===== src/rtl/mul_digit_seq_pkg.sv =====
// Shared encodings and sizing helpers for the digit-serial multiplier.
package mul_digit_seq_pkg;

  localparam logic [1:0] ST_IDLE = 2'd0;
  localparam logic [1:0] ST_RUN  = 2'd1;
  localparam logic [1:0] ST_DONE = 2'd2;

  typedef enum logic [1:0] {
    StIdle = ST_IDLE,
    StRun  = ST_RUN,
    StDone = ST_DONE
  } state_e;

  function automatic int unsigned num_digits(input int unsigned width);
    return width / 2;
  endfunction

  // Digit counters need at least one bit even when there is a single digit.
  function automatic int unsigned cnt_width(input int unsigned width);
    int unsigned c;
    c = $clog2(num_digits(width));
    return (c < 1) ? 1 : c;
  endfunction

endpackage


===== src/rtl/mul_digit_seq_multiplier2x2.sv =====
// Combinational 2-bit x 2-bit unsigned multiplier cell.
module multiplier2x2 (
  input  logic [1:0] a_i,
  input  logic [1:0] b_i,
  output logic [3:0] p_o
);

  assign p_o = {2'b00, a_i} * {2'b00, b_i};

endmodule


===== src/rtl/mul_digit_seq.sv =====
// Sequential Width x Width multiplier that walks every digit pair through one 2x2 cell,
// accumulating shifted partial products.
module mul_digit_seq
  import mul_digit_seq_pkg::*;
#(
  parameter int unsigned Width = 8
) (
  input  logic               clk_i,
  input  logic               rst_n,
  input  logic               start_i,
  input  logic [Width-1:0]   a_i,
  input  logic [Width-1:0]   b_i,
  output logic               ready_o,
  output logic               busy_o,
  output logic               done_o,
  output logic [2*Width-1:0] product_o
);

  localparam int unsigned D    = num_digits(Width);
  localparam int unsigned CntW = cnt_width(Width);
  localparam logic [CntW-1:0] Last = CntW'(D - 1);

  state_e               state_q;
  logic [Width-1:0]     a_q, b_q;
  logic [2*Width-1:0]   acc_q, product_q;
  logic [CntW-1:0]      i_q, j_q;
  logic                 done_q;

  logic [1:0]           dig_a, dig_b;
  logic [3:0]           pp;
  logic [CntW:0]        dig_sum;
  logic [2*Width-1:0]   pp_sh, acc_next;

  assign dig_a = a_q[2*i_q +: 2];
  assign dig_b = b_q[2*j_q +: 2];

  multiplier2x2 u_cell (
    .a_i (dig_a),
    .b_i (dig_b),
    .p_o (pp)
  );

  // Digit weight is 4^(i+j), i.e. a shift of 2*(i+j) bits.
  assign dig_sum  = {1'b0, i_q} + {1'b0, j_q};
  assign pp_sh    = {{(2*Width-4){1'b0}}, pp} << {dig_sum, 1'b0};
  assign acc_next = acc_q + pp_sh;

  always_ff @(posedge clk_i or negedge rst_n) begin
    if (!rst_n) begin
      state_q   <= StIdle;
      a_q       <= '0;
      b_q       <= '0;
      acc_q     <= '0;
      product_q <= '0;
      i_q       <= '0;
      j_q       <= '0;
      done_q    <= 1'b0;
    end else begin
      unique case (state_q)
        StIdle: begin
          done_q <= 1'b0;
          if (start_i) begin
            a_q     <= a_i;
            b_q     <= b_i;
            acc_q   <= '0;
            i_q     <= '0;
            j_q     <= '0;
            state_q <= StRun;
          end
        end
        StRun: begin
          acc_q <= acc_next;
          if (i_q == Last && j_q == Last) begin
            product_q <= acc_next;
            done_q    <= 1'b1;
            state_q   <= StDone;
          end else if (j_q == Last) begin
            j_q <= '0;
            i_q <= i_q + 1'b1;
          end else begin
            j_q <= j_q + 1'b1;
          end
        end
        StDone: begin
          done_q  <= 1'b0;
          state_q <= StIdle;
        end
        default: begin
          done_q  <= 1'b0;
          state_q <= StIdle;
        end
      endcase
    end
  end

  assign ready_o   = (state_q == StIdle);
  assign busy_o    = (state_q == StRun);
  assign done_o    = done_q;
  assign product_o = product_q;

endmodule


===== config.mk =====
export PLATFORM = sky130hd
export DESIGN_NAME = mul_digit_seq
export DESIGN_NICKNAME = d
export VERILOG_FILES = /design/src/rtl/mul_digit_seq_pkg.sv /design/src/rtl/mul_digit_seq_multiplier2x2.sv /design/src/rtl/mul_digit_seq.sv
export SDC_FILE = /design/constraint.sdc
export NUM_CORES = 1
export LEC_CHECK = 0
export BUFFER_PORTS_ARGS = -buffer_cell sky130_fd_sc_hd__buf_2
export CAP_MARGIN = 25
export CORE_MARGIN = 2
export CORE_UTILIZATION = 53
export DETAILED_ROUTE_END_ITERATION = 12
export PLACE_DENSITY = 0.82
export SLEW_MARGIN = 20
export SYNTH_ARGS = -nofsm -noshare
export SYNTH_HDL_FRONTEND = slang
export SYNTH_SLANG_ARGS = --single-unit

===== constraint.sdc =====
create_clock -name clk_i -period 3.7 [get_ports clk_i]
set_input_delay 0.185 -clock clk_i [delete_from_list [all_inputs] [get_ports clk_i]]
set_output_delay 0.185 -clock clk_i [all_outputs]
set_load 0.03 [all_outputs]

# After elaboration in Yosys (flattened, before gate mapping)
# Index checks and enable logic that the tools add are counted.
# classes
mul,1
n_eq_ne,7
shift,3
n_addsub,4
reduce_logical,9
muxes,14
# op_table
operator,count
16-bit case mux with 2 select lines,1
16-bit adder,1
16-bit 2-to-1 mux,1
8-bit by 4-bit indexed part select with 2-bit output,2
4-bit by 4-bit << shifter with 16-bit output,1
2-bit 2-to-1 mux,7
2-bit case mux with 2 select lines,3
2-bit AND reduction,4
2-bit by 1-bit adder with 2-bit output (second input constant),2
2-bit == test (second input constant),2
2-bit by 2-bit multiplier with 4-bit output,1
2-bit by 1-bit != test with 1-bit output (second input constant),2
2-bit != test (second input constant),2
4-bit AND reduction,1
2-bit by 2-bit adder with 3-bit output,1
3-bit AND reduction,1
2-bit by 1-bit == test with 1-bit output (second input constant),1
2-bit zero test,1
1-bit 2-to-1 mux,2
2-bit nonzero test,1
1-bit logical AND,1
# word_totals
elab_cells,46
in_bits,19
ff_bits,55
output_inout_bits,19

# Logic depth before layout (Yosys ltp)
# Gate-level depths: netlist (run 1).
# depth
depth_word,5
mapped_depth,15
mapped_depth_nobuf,14

# Hierarchy
# Synthesis (run 1) repeated with hierarchy kept, for this count alone.
# unflattened
hier_cells,305
area_unflattened_um2,3134.3
# by_module_without_submodules
module,seq_area_each_um2,area_each_um2,instances,cells_each
mul_digit_seq,1376.3,3084.2,1,299
multiplier2x2,0.0,50.0,1,6

# Worst setup path before layout (run 1)
# OpenSTA, ideal clock, no wires.
# synth_path
path_kind,register to register
from,register i_q[0]
to,register product_q[13] (netlist: product_o[13])
path_stages_with_launch,15
n_path_buf,0
period_less_slack_ns,3.462
setup_ns,0.132
required_ns,3.568
t_arrival_ns,3.331
slack_ns,0.238
path_cell_list,dfrtp_1 -> mux4_2 -> and2_1 -> ha_1 -> ha_1 -> nor2b_1 -> a31oi_1 -> nor2_1 -> ha_1 -> a21oi_1 -> nor2b_1 -> o21ai_0 -> nand4b_1 -> xnor2_1 -> o21ai_0
# synth_via
elab_chain_len,4
elab_cells_between_ends,8
classes_between,2 x add/sub; 1 x mul; 1 x eq/ne; 2 x shift; 2 x reduce/logical
# synth_lines
item,line,rtl
start: declaration,mul_digit_seq.sv:26,"logic [CntW-1:0] i_q, j_q;"
start signal: assignment,mul_digit_seq.sv:79,i_q <= i_q + 1'b1;
8-bit by 4-bit indexed part select with 2-bit output,mul_digit_seq.sv:34,assign dig_a = a_q[2*i_q +: 2];
2-bit by 2-bit multiplier with 4-bit output,mul_digit_seq_multiplier2x2.sv:8,"assign p_o = {2'b00, a_i} * {2'b00, b_i};"
4-bit by 4-bit << shifter with 16-bit output,mul_digit_seq.sv:45,"assign pp_sh = {{(2*Width-4){1'b0}}, pp} << {dig_sum, 1'b0};"
16-bit adder,mul_digit_seq.sv:46,assign acc_next = acc_q + pp_sh;
end signal: assignment,mul_digit_seq.sv:74,product_q <= acc_next;
end: declaration,mul_digit_seq.sv:25,"logic [2*Width-1:0] acc_q, product_q;"
# Several ways; a longest one is shown, not always the timed one.
# A chain may end at the register's enable or synchronous reset.

# Final worst setup path (run 1)
# layout_path
from,register i_q[0]
to,register acc_q[10]
# layout_via
elab_chain_len,5
elab_cells_between_ends,6
classes_between,2 x add/sub; 1 x mul; 2 x shift; 1 x mux
# layout_lines
item,line,rtl
8-bit by 4-bit indexed part select with 2-bit output,mul_digit_seq.sv:34,
2-bit by 2-bit multiplier with 4-bit output,mul_digit_seq_multiplier2x2.sv:8,
4-bit by 4-bit << shifter with 16-bit output *,mul_digit_seq.sv:45,
16-bit adder *,mul_digit_seq.sv:46,
16-bit case mux with 2 select lines *,mul_digit_seq.sv:59,unique case (state_q)
end signal: assignment,mul_digit_seq.sv:72,acc_q <= acc_next;
end: declaration,mul_digit_seq.sv:25,
# Mark *: on every way between the ends. The rest lies on a longest branch, timed or not.

==> results of run 1 <==
-- final cells by class --
class | count | share of cell area [%]
timing repair buffer | 51 | 7.66
clock inverter | 2 | 0.932
sequential | 55 | 36.6
multi-input combinational | 285 | 49.1
inverter | 10 | 0.999
clock buffer | 6 | 2.20
tap | 75 | 2.50
-- final timing paths --
| check | start | end | slack, ns | cells after the start |
|---|---|---|---|---|
| worst max-delay path | i_q[0] | acc_q[10] | 0.12 | 14 |
| worst min-delay path | rst_n | product_o[8] | -0.02 | 2 |
| worst max register to register | i_q[0] | acc_q[10] | 0.12 | 14 |
| worst min register to register | product_o[9] | product_o[9] | 0.48 | 2 |
| max in group asynchronous | rst_n | state_q[0] | 3.27 | 2 |
| min in group clk_i | b_i[6] | b_q[6] | 0.06 | 3 |
-- Yosys cell counts, drive strengths merged, types with 5 or more instances --
cell type	n	share of area [%]
nor2b	7	1.3
nand2	87	10
buf	5	0.92
nand3	22	3.5
o21ai	37	5.8
nor2	24	3.2
xor2	10	2.7
dfrtp	55	42
clkbuf	12	1.7
and2	5	1.0
nand2b	5	0.96
a21oi	14	2.3
inv	10	1.2
a31oi	6	1.3
ha	21	8.1
-- power groups by stage --
stage,clock network (mW),logic (mW),registers [mW]
after global placement,0,1.65,1.01
after CTS,0.425,1.73,1.01
after global routing,0.453,2.15,1.04
after detailed placement,0,1.70,1.02
after floorplan,0,1.20,1.12
final,0.418,1.91,1.01
-- cells by family after synthesis --
logic type,after synthesis,synth area share [%]
XOR/XNOR,14,3.77
flip-flops,55,42.3
AO/OA/AOI/OAI,78,14.4
adder cells (fa/ha/maj),23,9.31
AND/OR/NAND/NOR,163,22.7
buffers and inverters,27,3.77
multiplexers,7,3.69
-- worst max-delay path, cell delays in order (launching register included) --
cell and delay [ns]:
dfrtp_1 0.43, mux4_2 0.53, and2_4 0.17, ha_2 0.18, ha_4 0.21, nor2b_1 0.14
a31oi_2 0.25, nor2_1 0.07, ha_1 0.35, nor2b_4 0.15, o211ai_2 0.23, a31oi_4 0.15
o31ai_2 0.27, xor2_1 0.24, o21ai_1 0.08
-- routing by layer --
layer	vias up	wire length, um	track usage [%]
met5	-	0	0
met4	0	91	6.33
met3	10	335	4.02
met2	89	3680	39.7
met1	1280	3040	28.9
li1	1341	-	-
-- what timing repair did --
item | CTS | global route
buffers inserted | 0 | 7
resized for setup | 0 | 21
endpoints found under the setup margin | 0 | 20
hold endpoints to repair | 0 | 0
-- through the flow --
stage               cell area [um^2]  cells  worst slack, ns
global route                    3760    484           -0.118
CTS                             3620    477          0.00443
finish                          3760    484            0.119
detailed placement              3500    469         -0.00708
global placement                3500    469           0.0890
floorplan                       3250    367            0.238
-- flip-flops by register name (all words and copies together), names as in the netlist --
register and cells:
a_q 8, acc_q 16, b_q 8, done_o 1, i_q 2, j_q 2
product_o 16, state_q 2
==> impl_metrics.py, run 1 <==
metrics = {
    "global_routing": {
        "grt_use_total_pct": 22.7,
        "grt_first_pass_wirelength_um": 11700,
        "antenna_found_initial": 0,
        "grt_max_degree": 56,
        "grt_pass1_vias": 2482,
        "overflow": 0,
    },
    "clock_network": {
        "clk_latency_ns": 0.31,
        "cts_buffers": 5,
        "cts_root_buf": "clkbuf_8",
        "cts_tree": "built",
        "cts_buffer_depth": 2,
        "path_clk_slew_ns": 0.10,
        "holdBufCountCts": 0,
        "htreeDepth": 2,
        "cts.sinks": 55,
    },
    "floorplan": {
        "io_pins": 38,
        "num_rows": 28,
        "die_h_um": 82.3,
        "start_util_pct": 54.9,
        "die_w_um": 82.3,
        "core_area_um2": 5920,
        "die_area_um2": 6780,
    },
    "finish": {
        "insertedDiodeCount": 0,
        "num-fill-cells": 503,
        "drive_above_1_share_pct": 22.2,
        "final_common_cell": "nand2_1",
        "final_nets": 450,
        "final_util_pct": 63.5,
        "synthToLayoutAreaGrowth_pct": 15.5,
        "mostFrequentLayoutCells": "nand2_1, dfrtp_1, buf_2",
        "multiInputGateArea_um2": 1840,
        "seq_area_um2": 1380,
    },
    "sta": {
        "fin_tns_setup_ns": 0,
        "hold_viol": 38,
        "tightest_slew_ns": 0.673,
        "slew_headroom_pct": 55.1,
        "slew_violations": 0,
        "fin_crit_ns": 3.58,
        "fmax_mhz": 279,
        "timing.hold.ws_ns": -0.0160,
        "fin_worst_skew_ns": 0.00381,
        "finalSetupViolations": 0,
        "fin_crit_sh_pct": 96.8,
    },
    "synth": {
        "ys_seq_area_share_pct": 42.3,
        "synthArstFlopShare_pct": 100,
        "syn_avg_cell_area_um2": 8.86,
        "synth_cell_types": 48,
        "ys_ff_latch": 55,
        "synth_warnings": 0,
        "syn_area_um2": 3250,
        "synth-main-ff-cell": "dfrtp_1",
        "netlist_instances": 367,
        "synth_edf_count": 0,
        "syn_nets": 409,
    },
    "power": {
        "peakVddDrop_mv": 0.428,
        "power.leakage_nw": 1.82,
        "total_power_mw": 3.34,
        "pwr-share-comb_pct": 57.2,
        "p_int_mw": 1.82,
        "power_density_nw_per_um2": 889,
        "switching_power_mw": 1.52,
        "p_clk_share_pct": 12.5,
        "swShare_pct": 45.5,
        "seqPwrFrac_pct": 30.3,
    },
    "critical_path": {
        "cp.arrival_ns": 3.78,
        "cp_max_fo": 4,
        "critPathCaptureType": "flip-flop",
        "path_class": "reg -> reg",
        "cp-start-kind": "flip-flop",
        "crit_required_ns": 3.90,
    },
    "outcome": {
        "outcome": "finished, violations left",
        "violations": "negative hold slack",
    },
    "drt": {
        "viasPerCell": 5.62,
        "firstDrtPassIters": 4,
        "vias": 2720,
        "drc_errors": 0,
        "wl_per_cell_um": 14.8,
        "totalWireLength_um": 7140,
        "drt_iter0_drc": 129,
        "drtAntennaViolNets": 0,
    },
    "min_path": {
        "hold_class": "in -> async",
    },
    "placed_design": {
        "gp_congestion": 1.00,
        "hpwlAfterDp_um": 4880,
        "io_buffer_count": 37,
    },
    "job": {
        "maxCapViolations": 0,
    },
}
Power figures use the tool's default switching activity.
==> inputs of run 2 (changes only) <==
- ABC_AREA: default -> 1
- CAP_MARGIN: 25 -> 20
==> impl_metrics.py, run 2 <==
metrics = {
    "global_routing": {
        "grt_first_pass_wirelength_um": 14100,
        "grt_max_degree": 56,
        "grt_use_met3_pct": 4.62,
        "use_met1_pct": 31.1,
        "antenna_found_initial": 0,
        "grt_pass1_vias": 3113,
        "top_usage_layer": "met2",
        "grt_use_total_pct": 24.3,
        "overflow": 0,
        "grt_use_met2_pct": 40.9,
    },
    "clock_network": {
        "cts_resized": 0,
        "clk_latency_ns": 0.32,
        "cts_root_buf": "clkbuf_8",
        "cts.sinks": 55,
        "cts_buffer_depth": 2,
        "holdBufCountCts": 0,
        "cts_buffers": 5,
        "htreeDepth": 2,
        "post-cts-setup-buffer-count": 0,
        "path_clk_slew_ns": 0.10,
        "cts_tree": "built",
    },
    "synth": {
        "synth_edf_count": 0,
        "ys_ff_latch": 55,
        "synth_warnings": 0,
        "synth_cell_types": 34,
        "yosys.cell_count.top_type": "nand2_1",
        "synthArstFlopShare_pct": 100,
        "netlist_instances": 485,
        "syn_area_um2": 3460,
        "yosysTopAreaCell": "dfrtp_1",
        "ys_seq_area_share_pct": 39.8,
        "netlist_top_cells_count": "nand2_1, dfrtp_1, inv_1",
        "synth-main-ff-cell": "dfrtp_1",
        "synth_top_area_share_pct": 39.8,
        "syn_avg_cell_area_um2": 7.13,
        "ys_top_cells_by_area": "dfrtp_1, nand2_1, ha_1, nand3_1, inv_1",
        "syn_nets": 527,
    },
    "floorplan": {
        "num_rows": 29,
        "start_util_pct": 54.8,
        "io_pins": 38,
        "core_area_um2": 6310,
        "die_area_um2": 7190,
        "die_w_um": 84.8,
        "die_h_um": 84.8,
    },
    "sta": {
        "tightest_slew_ns": 0.704,
        "timing.hold.ws_ns": -0.0420,
        "fin_worst_skew_ns": 0.00802,
        "slew_violations": 0,
        "hold_viol": 18,
        "fin_crit_sh_pct": 90.4,
        "fmax_mhz": 299,
        "fin_crit_ns": 3.34,
        "finalSetupViolations": 0,
        "rsz0062_at_grt": "no",
        "slew_headroom_pct": 53.1,
        "fin_ws_ns": 0.356,
        "fin_tns_setup_ns": 0,
    },
    "job": {
        "maxCapViolations": 0,
    },
    "drt": {
        "drc_errors": 0,
        "viasPerCell": 5.20,
        "totalWireLength_um": 7780,
        "drtAntennaViolNets": 0,
        "firstDrtPassIters": 6,
        "vias": 3115,
        "wl_per_cell_um": 13.0,
        "drt_iter0_drc": 256,
    },
    "critical_path": {
        "path_class": "reg -> reg",
        "cp_max_fo": 8,
        "critPathCaptureType": "flip-flop",
        "cp.arrival_ns": 3.56,
        "cp-start-kind": "flip-flop",
        "crit_required_ns": 3.92,
    },
    "finish": {
        "final_nets": 563,
        "mostFrequentLayoutCells": "nand2_1, dfrtp_1, inv_1",
        "num-fill-cells": 608,
        "synthToLayoutAreaGrowth_pct": 9.15,
        "seq_area_um2": 1380,
        "fin_area_um2": 3780,
        "drive_above_1_share_pct": 11.9,
        "insertedDiodeCount": 0,
        "multiInputGateArea_um2": 1800,
        "final_common_cell": "nand2_1",
    },
    "power": {
        "power_density_nw_per_um2": 936,
        "p_int_mw": 1.73,
        "pwr-share-comb_pct": 60.9,
        "seqPwrFrac_pct": 29.5,
        "p_clk_share_pct": 9.7,
        "swShare_pct": 51.2,
        "peakVddDrop_mv": 0.418,
        "switching_power_mw": 1.81,
        "power.leakage_nw": 2.21,
    },
    "placed_design": {
        "io_buffer_count": 37,
        "hpwlAfterDp_um": 5830,
        "place_ws_ns": 0.417,
        "placed_area_um2": 3690,
        "gp_congestion": 0.909,
    },
    "outcome": {
        "outcome": "finished, violations left",
        "violations": "negative hold slack",
    },
    "min_path": {
        "hold_class": "in -> async",
    },
}
## run 2: cell types whose count changed in the layout (fill, tap and decap cells not counted), moves of 5 or more
cell	change
nand2_1	+124
inv_1	+43
o21ai_0	-29
nand3_1	+20
buf_4	-12
nor2_1	+9
xor2_1	-9
o21ai_1	+8
nor2b_1	-6
ha_1	+5
inv_2	+5
nand2b_1	-5
## run 2: worst max-delay path, stage by stage, from the launching register on
cell and delay [ns]:
dfrtp_1 0.49, ha_1 0.20, inv_1 0.05, fa_1 0.63
inv_1 0.14, nor4_1 0.30, ha_1 0.22, inv_1 0.05
fa_1 0.39, inv_1 0.09, nand3_1 0.07, nand3_1 0.14
a21oi_1 0.11, or2_1 0.24, nand3_1 0.08, nand2_1 0.05
## run 2: path summary, 6_finish.rpt
path / from / to / slack [ns] / cells past startpoint
setup / recovery: j_q[0] / product_o[8] / 0.36 / 15
hold / removal: rst_n / product_o[3] / -0.04 / 2
setup reg to reg: j_q[0] / product_o[8] / 0.36 / 15
max in group asynchronous: rst_n / done_o / 3.23 / 2
min in group clk_i: b_i[7] / b_q[7] / 0.05 / 3
hold reg to reg: product_o[15] / product_o[15] / 0.49 / 2
## run 2: power groups by stage
stage          combinational [mW]  clock, mW  sequential (mW)
3_5_place_dp                 2.13          0             1.05
4_1_cts                      2.14      0.349             1.04
5_1_grt                      2.44      0.374             1.08
3_3_place_gp                 2.05          0             1.05
2_1_floorplan                1.53          0             1.15
6_report                     2.15      0.342             1.04
## run 2: final cells by class
type	count	share of cell area (%)
Multi-Input combinational cell	361	47.5
Sequential cell	55	36.4
Inverter	60	6.03
Clock inverter	3	0.497
Clock buffer	5	1.82
Tap cell	77	2.55
Timing Repair Buffer	38	5.10
## run 2: routing by layer
| layer | routed length, um | up-vias |
|---|---|---|
| met5 | 0 | - |
| met4 | 201 | 0 |
| met3 | 460 | 18 |
| met2 | 3720 | 94 |
| met1 | 3410 | 1408 |
| li1 | - | 1595 |
## run 2: stage by stage
step	hold WS (ns)	power [mW]	util, %	std cells
final	-0.0420	3.53	59.8	599
after global routing	0.0462	3.89	59.8	599
after CTS	0.0149	3.53	59.8	599
after global placement	0.358	3.10	58.4	591
after detailed placement	0.360	3.18	58.4	591
after floorplan	-0.111	2.68	-	485
## run 2: kinds of logic after synthesis
family | share of synthesized area, %
XOR/XNOR | 0.760
buffers and inverters | 8.32
AO/OA/AOI/OAI | 5.14
flip-flops | 39.8
adder cells (fa/ha/maj) | 8.75
AND/OR/NAND/NOR | 37.3
